<file path="src/rtl/tdm_demux_if.sv">
// Link-side bundle for tdm_demux: the multiplexed word stream in, the per-channel hold registers and status flags out.
// The stream has valid-only semantics: a word transfers on every rising clk edge with valid_in=1; there is no ready and no backpressure.
interface tdm_demux_if #(
  parameter int CHANNELS = 4,
  parameter int WIDTH    = 8
);
  logic [WIDTH-1:0]          data_in;
  logic                      valid_in;
  logic                      sync_in;
  logic                      par_in;
  logic [CHANNELS*WIDTH-1:0] ch_out;
  logic [CHANNELS-1:0]       ch_valid;
  logic                      frame_done;
  logic                      locked;
  logic                      sync_err;
  logic                      par_err;
  logic                      dbg_state;

  modport master (
    output data_in, valid_in, sync_in, par_in,
    input  ch_out, ch_valid, frame_done, locked, sync_err, par_err, dbg_state
  );

  modport slave (
    input  data_in, valid_in, sync_in, par_in,
    output ch_out, ch_valid, frame_done, locked, sync_err, par_err, dbg_state
  );
endinterface

</file>
<file path="src/rtl/tdm_demux.sv">
// Time-division demultiplexer: locks to frame sync, counts slots and routes each valid word into its channel's hold register.
// Optional even-parity check on {data_in, par_in} is enabled with `define DEMUX_PARITY_EN.
module tdm_demux #(
  parameter int CHANNELS = 4,
  parameter int WIDTH    = 8
) (
  input  logic        clk,
  input  logic        rst_n,
  tdm_demux_if.slave  bus
);

  localparam int               CNT_W = $clog2(CHANNELS);
  localparam logic [CNT_W-1:0] LAST  = CNT_W'(CHANNELS - 1);

  typedef enum logic {HUNT = 1'b0, LOCKED = 1'b1} state_t;

  state_t                    state;
  logic [CNT_W-1:0]          slot;
  logic [CHANNELS*WIDTH-1:0] ch_out_q;
  logic [CHANNELS-1:0]       ch_valid_q;
  logic                      frame_done_q;
  logic                      locked_q;
  logic                      sync_err_q;
  logic                      par_err_q;

  logic                      par_ok;
  logic                      accept;
  logic                      realign;
  logic                      lose;
  logic [CNT_W-1:0]          wr_idx;

`ifdef DEMUX_PARITY_EN
  assign par_ok = ~^{bus.data_in, bus.par_in};
`else
  logic unused_par;
  assign unused_par = bus.par_in;
  assign par_ok     = 1'b1;
`endif

  // accept: the word takes a slot (stored unless its parity is bad);
  // lose: a missing sync at slot 0 drops the word and falls back to HUNT.
  always_comb begin
    accept  = 1'b0;
    realign = 1'b0;
    lose    = 1'b0;
    wr_idx  = '0;
    if (bus.valid_in) begin
      if (state == HUNT) begin
        accept = bus.sync_in;
      end else if (bus.sync_in && slot != '0) begin
        accept  = 1'b1;
        realign = 1'b1;
      end else if (!bus.sync_in && slot == '0) begin
        lose = 1'b1;
      end else begin
        accept = 1'b1;
        wr_idx = slot;
      end
    end
  end

  always_ff @(posedge clk or negedge rst_n) begin
    if (!rst_n) begin
      state        <= HUNT;
      slot         <= '0;
      ch_out_q     <= '0;
      ch_valid_q   <= '0;
      frame_done_q <= 1'b0;
      locked_q     <= 1'b0;
      sync_err_q   <= 1'b0;
      par_err_q    <= 1'b0;
    end else begin
      ch_valid_q   <= '0;
      frame_done_q <= 1'b0;
      sync_err_q   <= realign | lose;
      par_err_q    <= accept & ~par_ok;
      if (accept) begin
        state    <= LOCKED;
        locked_q <= 1'b1;
        slot     <= (wr_idx == LAST) ? '0 : wr_idx + 1'b1;
        // A parity-failed word still consumes its slot so alignment holds.
        if (par_ok) begin
          for (int k = 0; k < CHANNELS; k++) begin
            if (wr_idx == CNT_W'(k)) begin
              ch_out_q[k*WIDTH +: WIDTH] <= bus.data_in;
              ch_valid_q[k]              <= 1'b1;
            end
          end
          frame_done_q <= (wr_idx == LAST);
        end
      end
      if (lose) begin
        state    <= HUNT;
        locked_q <= 1'b0;
        slot     <= '0;
      end
    end
  end

  assign bus.ch_out     = ch_out_q;
  assign bus.ch_valid   = ch_valid_q;
  assign bus.frame_done = frame_done_q;
  assign bus.locked     = locked_q;
  assign bus.sync_err   = sync_err_q;
  assign bus.par_err    = par_err_q;
  assign bus.dbg_state  = state;

endmodule

</file>
<file path="src/flat_wrapper.sv">
// flat-port wrapper written by rule: the top's interface ports become plain ports
module tdm_demux_flat 
#(
  parameter int CHANNELS = 4,
  parameter int WIDTH    = 8
)
  (clk, rst_n, bus_data_in, bus_valid_in, bus_sync_in, bus_par_in, bus_ch_out, bus_ch_valid, bus_frame_done, bus_locked, bus_sync_err, bus_par_err, bus_dbg_state);
  tdm_demux_if #(.CHANNELS(CHANNELS), .WIDTH(WIDTH)) bus_i ();
  input  logic clk;
  input  logic rst_n;
  input wire logic [$bits(bus_i.data_in)-1:0] bus_data_in;
  input wire logic [$bits(bus_i.valid_in)-1:0] bus_valid_in;
  input wire logic [$bits(bus_i.sync_in)-1:0] bus_sync_in;
  input wire logic [$bits(bus_i.par_in)-1:0] bus_par_in;
  output wire logic [$bits(bus_i.ch_out)-1:0] bus_ch_out;
  output wire logic [$bits(bus_i.ch_valid)-1:0] bus_ch_valid;
  output wire logic [$bits(bus_i.frame_done)-1:0] bus_frame_done;
  output wire logic [$bits(bus_i.locked)-1:0] bus_locked;
  output wire logic [$bits(bus_i.sync_err)-1:0] bus_sync_err;
  output wire logic [$bits(bus_i.par_err)-1:0] bus_par_err;
  output wire logic [$bits(bus_i.dbg_state)-1:0] bus_dbg_state;
  assign bus_i.data_in = bus_data_in;
  assign bus_i.valid_in = bus_valid_in;
  assign bus_i.sync_in = bus_sync_in;
  assign bus_i.par_in = bus_par_in;
  assign bus_ch_out = bus_i.ch_out;
  assign bus_ch_valid = bus_i.ch_valid;
  assign bus_frame_done = bus_i.frame_done;
  assign bus_locked = bus_i.locked;
  assign bus_sync_err = bus_i.sync_err;
  assign bus_par_err = bus_i.par_err;
  assign bus_dbg_state = bus_i.dbg_state;
  tdm_demux #(.CHANNELS(CHANNELS), .WIDTH(WIDTH)) u_core (.clk(clk), .rst_n(rst_n), .bus(bus_i));
endmodule
</file>
<file path="config.mk">
export PLATFORM = sky130hd
export DESIGN_NAME = tdm_demux_flat
export DESIGN_NICKNAME = d
export VERILOG_FILES = /design/src/rtl/tdm_demux_if.sv /design/src/rtl/tdm_demux.sv /design/src/flat_wrapper.sv
export SDC_FILE = /design/constraint.sdc
export NUM_CORES = 1
export LEC_CHECK = 0
export ABC_AREA = 1
export BUFFER_PORTS_ARGS = -buffer_cell sky130_fd_sc_hd__buf_2
export CORE_MARGIN = 10
export CORE_UTILIZATION = 50
export CTS_CLUSTER_DIAMETER = 100
export DETAILED_ROUTE_END_ITERATION = 16
export PLACE_DENSITY = 0.78
export SLEW_MARGIN = 20
export SYNTH_ARGS = -nofsm -noshare
export SYNTH_HDL_FRONTEND = slang
export SYNTH_SLANG_ARGS = --single-unit
</file>
<file path="constraint.sdc">
create_clock -name clk -period 1.9 [get_ports clk]
set_input_delay 0.19 -clock clk [delete_from_list [all_inputs] [get_ports clk]]
set_output_delay 0.19 -clock clk [all_outputs]
set_load 0.05 [all_outputs]
</file>
# Word level (Yosys, flattened, before mapping)

Cells that the tools add are included.

Bits in registers: 41
Input bits: 13
Output and inout bits: 41
Word-level logic and storage cells: 51

Add/subtract/negate cells: 1
Eq/ne operators: 3
Multiplexer cells: 26
Bitwise gates (word level): 1
Reductions and logical operators: 11

Operators with widths:

| operator                                       | number |
|---|---|
| two-way mux 1 bit                              | 18 |
| two-way mux 2 bit                              | 7 |
| AND reduction 2 bit                            | 4 |
| == test 2 bit (second input constant)          | 2 |
| logical NOT 2 bit                              | 2 |
| two-way mux 4 bit                              | 1 |
| nonzero test 2 bit                             | 2 |
| adder 2 x 1 -> 2 bit (second input constant)   | 1 |
| == test 2 x 1 -> 1 bit (second input constant) | 1 |
| logical AND 1 bit                              | 2 |
| logical NOT 1 bit                              | 1 |
| OR 1 bit                                       | 1 |

# Longest topological paths before layout

Word-level depth: 10
Depth in mapped cells: 9
Depth with buffers taken out: 8

# Worst setup path after synthesis

No wires, ideal clock.

Path type: reg2reg
Start point: register, netlist name u_core.bus.locked
End point: register u_core.ch_out_q[10] (netlist: u_core.bus.ch_out[10])
Library setup time: 0.119 ns
Data arrival time: 1.669 ns
Data required time: 1.781 ns
Setup slack: 0.112 ns
Cell stages (with the launch flop): 10
Buffers on the path: 1
Clock period less this slack: 1.788 ns
Cells stage by stage: dfrtp_1 nand2_2 nor2_1 nand2_1 inv_1 ha_1 buf_2 nand2_2 nand2_1 nand2_1

RTL lines:

| item                           | RTL line        | RTL |
|---|---|---|
| end signal: indexed assignment | tdm_demux.sv:85 | `ch_out_q[k*WIDTH +: WIDTH] <= bus.data_in;` |
| end: declaration               | tdm_demux.sv:19 | `logic [CHANNELS*WIDTH-1:0] ch_out_q;` |

==> flow_summary.yaml <==
global_route:
  antenna_found_initial: 0
  grt_overflow: 0
  first_global_vias: 1335
  grt_max_degree: 41
  grt_pass1_wl_um: 6440
  grt.total_usage_pct: 13.0
synthesis:
  synth_cells: 184
  synthesis.nets: 201
  netlist_top_cells_area: "dfrtp_1 59%, nand2_1 16%, nand3_1 10%"
  synthTopCellsByCount: "73 x nand2_1, 40 x dfrtp_1, 34 x nand3_1, 9 x inv_1, 7 x nand2_2"
  ys_ff_latch: 40
  synthFlopType: "dfrtp_1"
  syn_area_um2: 1690
  synth_top_area_share_pct: 59.3
  async_flop_share_pct: 100
  ys_warn_count: 0
  synth_edf_count: 0
  ys_seq_area_share_pct: 59.3
  syn_area_per_cell_um2: 9.18
  synth_largest_area_cell: "dfrtp_1"
  ys_types: 15
  synth.most_common_cell: "nand2_1"
clocking:
  cts.sinks: 40
  clk_latency_ns: 0.34
  postCtsHoldBufs: 1
  post-cts-setup-buffers: 0
  clockBufferDepth: 2
  cts_max_level: 2
  numCtsBuffers: 5
  cts_resized: 0
  cts_tree: "done"
  root_buffer: "clkbuf_4"
  cts.clk_slew.worst_paths_ns: 0.11
setup_path:
  cp-end-kind: "flip-flop"
  reg2reg_depth: 8
  cp_max_fo: 9
  crit_arrival_ns: 1.84
  startpoint: "u_core.bus.locked"
  start_kind: "flip-flop"
  path_class: "reg2reg"
  r2r-end: "u_core.bus.ch_out[21]"
  cp.required_ns: 2.14
  rrSetupSlack_ns: 0.31
  r2r-start: "u_core.bus.locked"
  crit_end: "u_core.bus.ch_out[21]"
outcome:
  status: "finished clean"
pwr:
  p_per_area_nw_per_um2: 1730
  p_leak_nw: 1.26
  ir_worst_vdd_mv: 0.671
layout:
  diodes: 0
  fin_nets: 255
  layout-drive-gt1-share_pct: 30.5
  filler_cell_count: 316
  synthToLayoutAreaGrowth_pct: 21.3
die:
  start_util_pct: 51.0
  die_w_um: 78.1
  core_area_um2: 3310
  die_h_um: 78.1
  dieArea_um2: 6100
  rows: 21
  ios: 54
timing:
  rsz0062_at_grt: "false"
  finalSetupViolations: 0
  finalMaxSlewViolations: 0
  setup_tns_ns: 0
  clock_skew_ns: 0.00323
  setup_slack_ns: 0.308
  layout_min_cycle_time_ns: 1.59
  fin_crit_sh_pct: 83.8
  final-hold-violation-count: 0
  max_clock_freq_mhz: 628
job:
  drv_cap: 0
detailed_routing:
  via_per_inst: 4.74
  firstDrtPassIters: 5
  drc_errors: 0
  ant_nets: 0
  drt-total-wl_um: 3860
  via_count: 1352
  wl_per_cell_um: 13.5
  drt-initial-drc-count: 90
place:
  hpwl_um: 2780
  gp_congestion: 0.777
  portBuffers: 51
  dp_slack_ns: 0.322
min_path:
  hp-class: "in2reg"
## per-stage QoR
| stage | cells | total power, mW | util (%) | hold WS [ns] | instance area (um^2) |
|---|---|---|---|---|---|
| 4_1_cts | 285 | 3.58 | 61.9 | 0.0890 | 2050 |
| 2_1_floorplan | 184 | 2.63 | - | -0.106 | 1690 |
| 3_3_place_gp | 276 | 3.00 | 59.1 | 0.270 | 1960 |
| 5_1_grt | 285 | 3.76 | 61.9 | 0.113 | 2050 |
| 6_report | 285 | 3.54 | 61.9 | 0.0978 | 2050 |
| 3_5_place_dp | 276 | 3.02 | 59.1 | 0.283 | 1960 |
## cell families (layout without fill, tap and decap cells)
| logic type | after synthesis | count (layout) | share of synthesized area [%] |
|---|---|---|---|
| compound gates | 2 | 2 | 0.741 |
| other cells | 1 | 1 | 0.222 |
| simple gates | 116 | 116 | 29.3 |
| buf+inv | 21 | 76 | 7.48 |
| flops | 40 | 40 | 59.3 |
| fa+ha+maj | 4 | 4 | 2.96 |
## state kept, by name, summed over array words and instances (netlist names)
register,flops
u_core.bus.sync_err,1
u_core.bus.ch_valid,4
u_core.bus.ch_out,32
u_core.bus.locked,1
u_core.slot,2
## how the worst min path moves through the flow
stage / startpoint / end / slack, ns / cells past startpoint
3_3_place_gp: rst_n / u_core.bus.ch_out[7] / 0.27 / 2
6_report: bus_sync_in / u_core.bus.sync_err / 0.1 / 3
2_1_floorplan: rst_n / u_core.bus.ch_out[0] / -0.11 / 0
4_1_cts: bus_sync_in / u_core.bus.sync_err / 0.09 / 3
5_1_grt: bus_data_in[4] / u_core.bus.ch_out[4] / 0.11 / 3
3_5_place_dp: rst_n / u_core.bus.ch_out[3] / 0.28 / 2
## per-layer routing
metal  track usage, %  vias to the layer above  part of all wire, %
li1                 -                      681                    -
met1             16.0                      613                   44
met2             19.7                       52                   46
met3             5.01                        6                  9.2
met4             5.91                        0                  1.5
met5                0                        -                    0
## cell type report
| class | instances | area [um^2] | area share (%) |
|---|---|---|---|
| well taps | 46 | 57.6 | 2.81 |
| inverters | 10 | 37.5 | 1.83 |
| clock inverters | 3 | 42.5 | 2.08 |
| flip-flops and latches | 40 | 1000 | 48.9 |
| repair buffers | 58 | 310 | 15.1 |
| multi-input cells | 123 | 562 | 27.4 |
| clock buffers | 5 | 37.5 | 1.83 |
## critical path, stage by stage (launching register included)
cell and delay (ns):
dfrtp_1 0.41, nand2_2 0.10, nor2_1 0.19, nand2_1 0.14, inv_1 0.10, ha_1 0.24, nand2_2 0.16, nand2_1 0.10
nand2_1 0.05
## power by group
part / internal, mW / switching (mW)
Sequential: 1.12 / 0.134
Combinational: 0.348 / 1.38
Clock: 0.274 / 0.277
## cells in the final DEF (no fill, tap or decap)
cell	count
buf_2	51
buf_4	6
bufinv_16	1
clkbuf_4	5
clkinv_2	1
clkinvlp_4	1
conb_1	1
dfrtp_1	40
dlygate4sd3_1	1
ha_1	4
inv_1	9
inv_2	1
nand2_1	73
nand2_2	7
nand3_1	34
nor2_1	2
o21ai_0	1
o21bai_1	1
(Power assumes the default switching activity.)
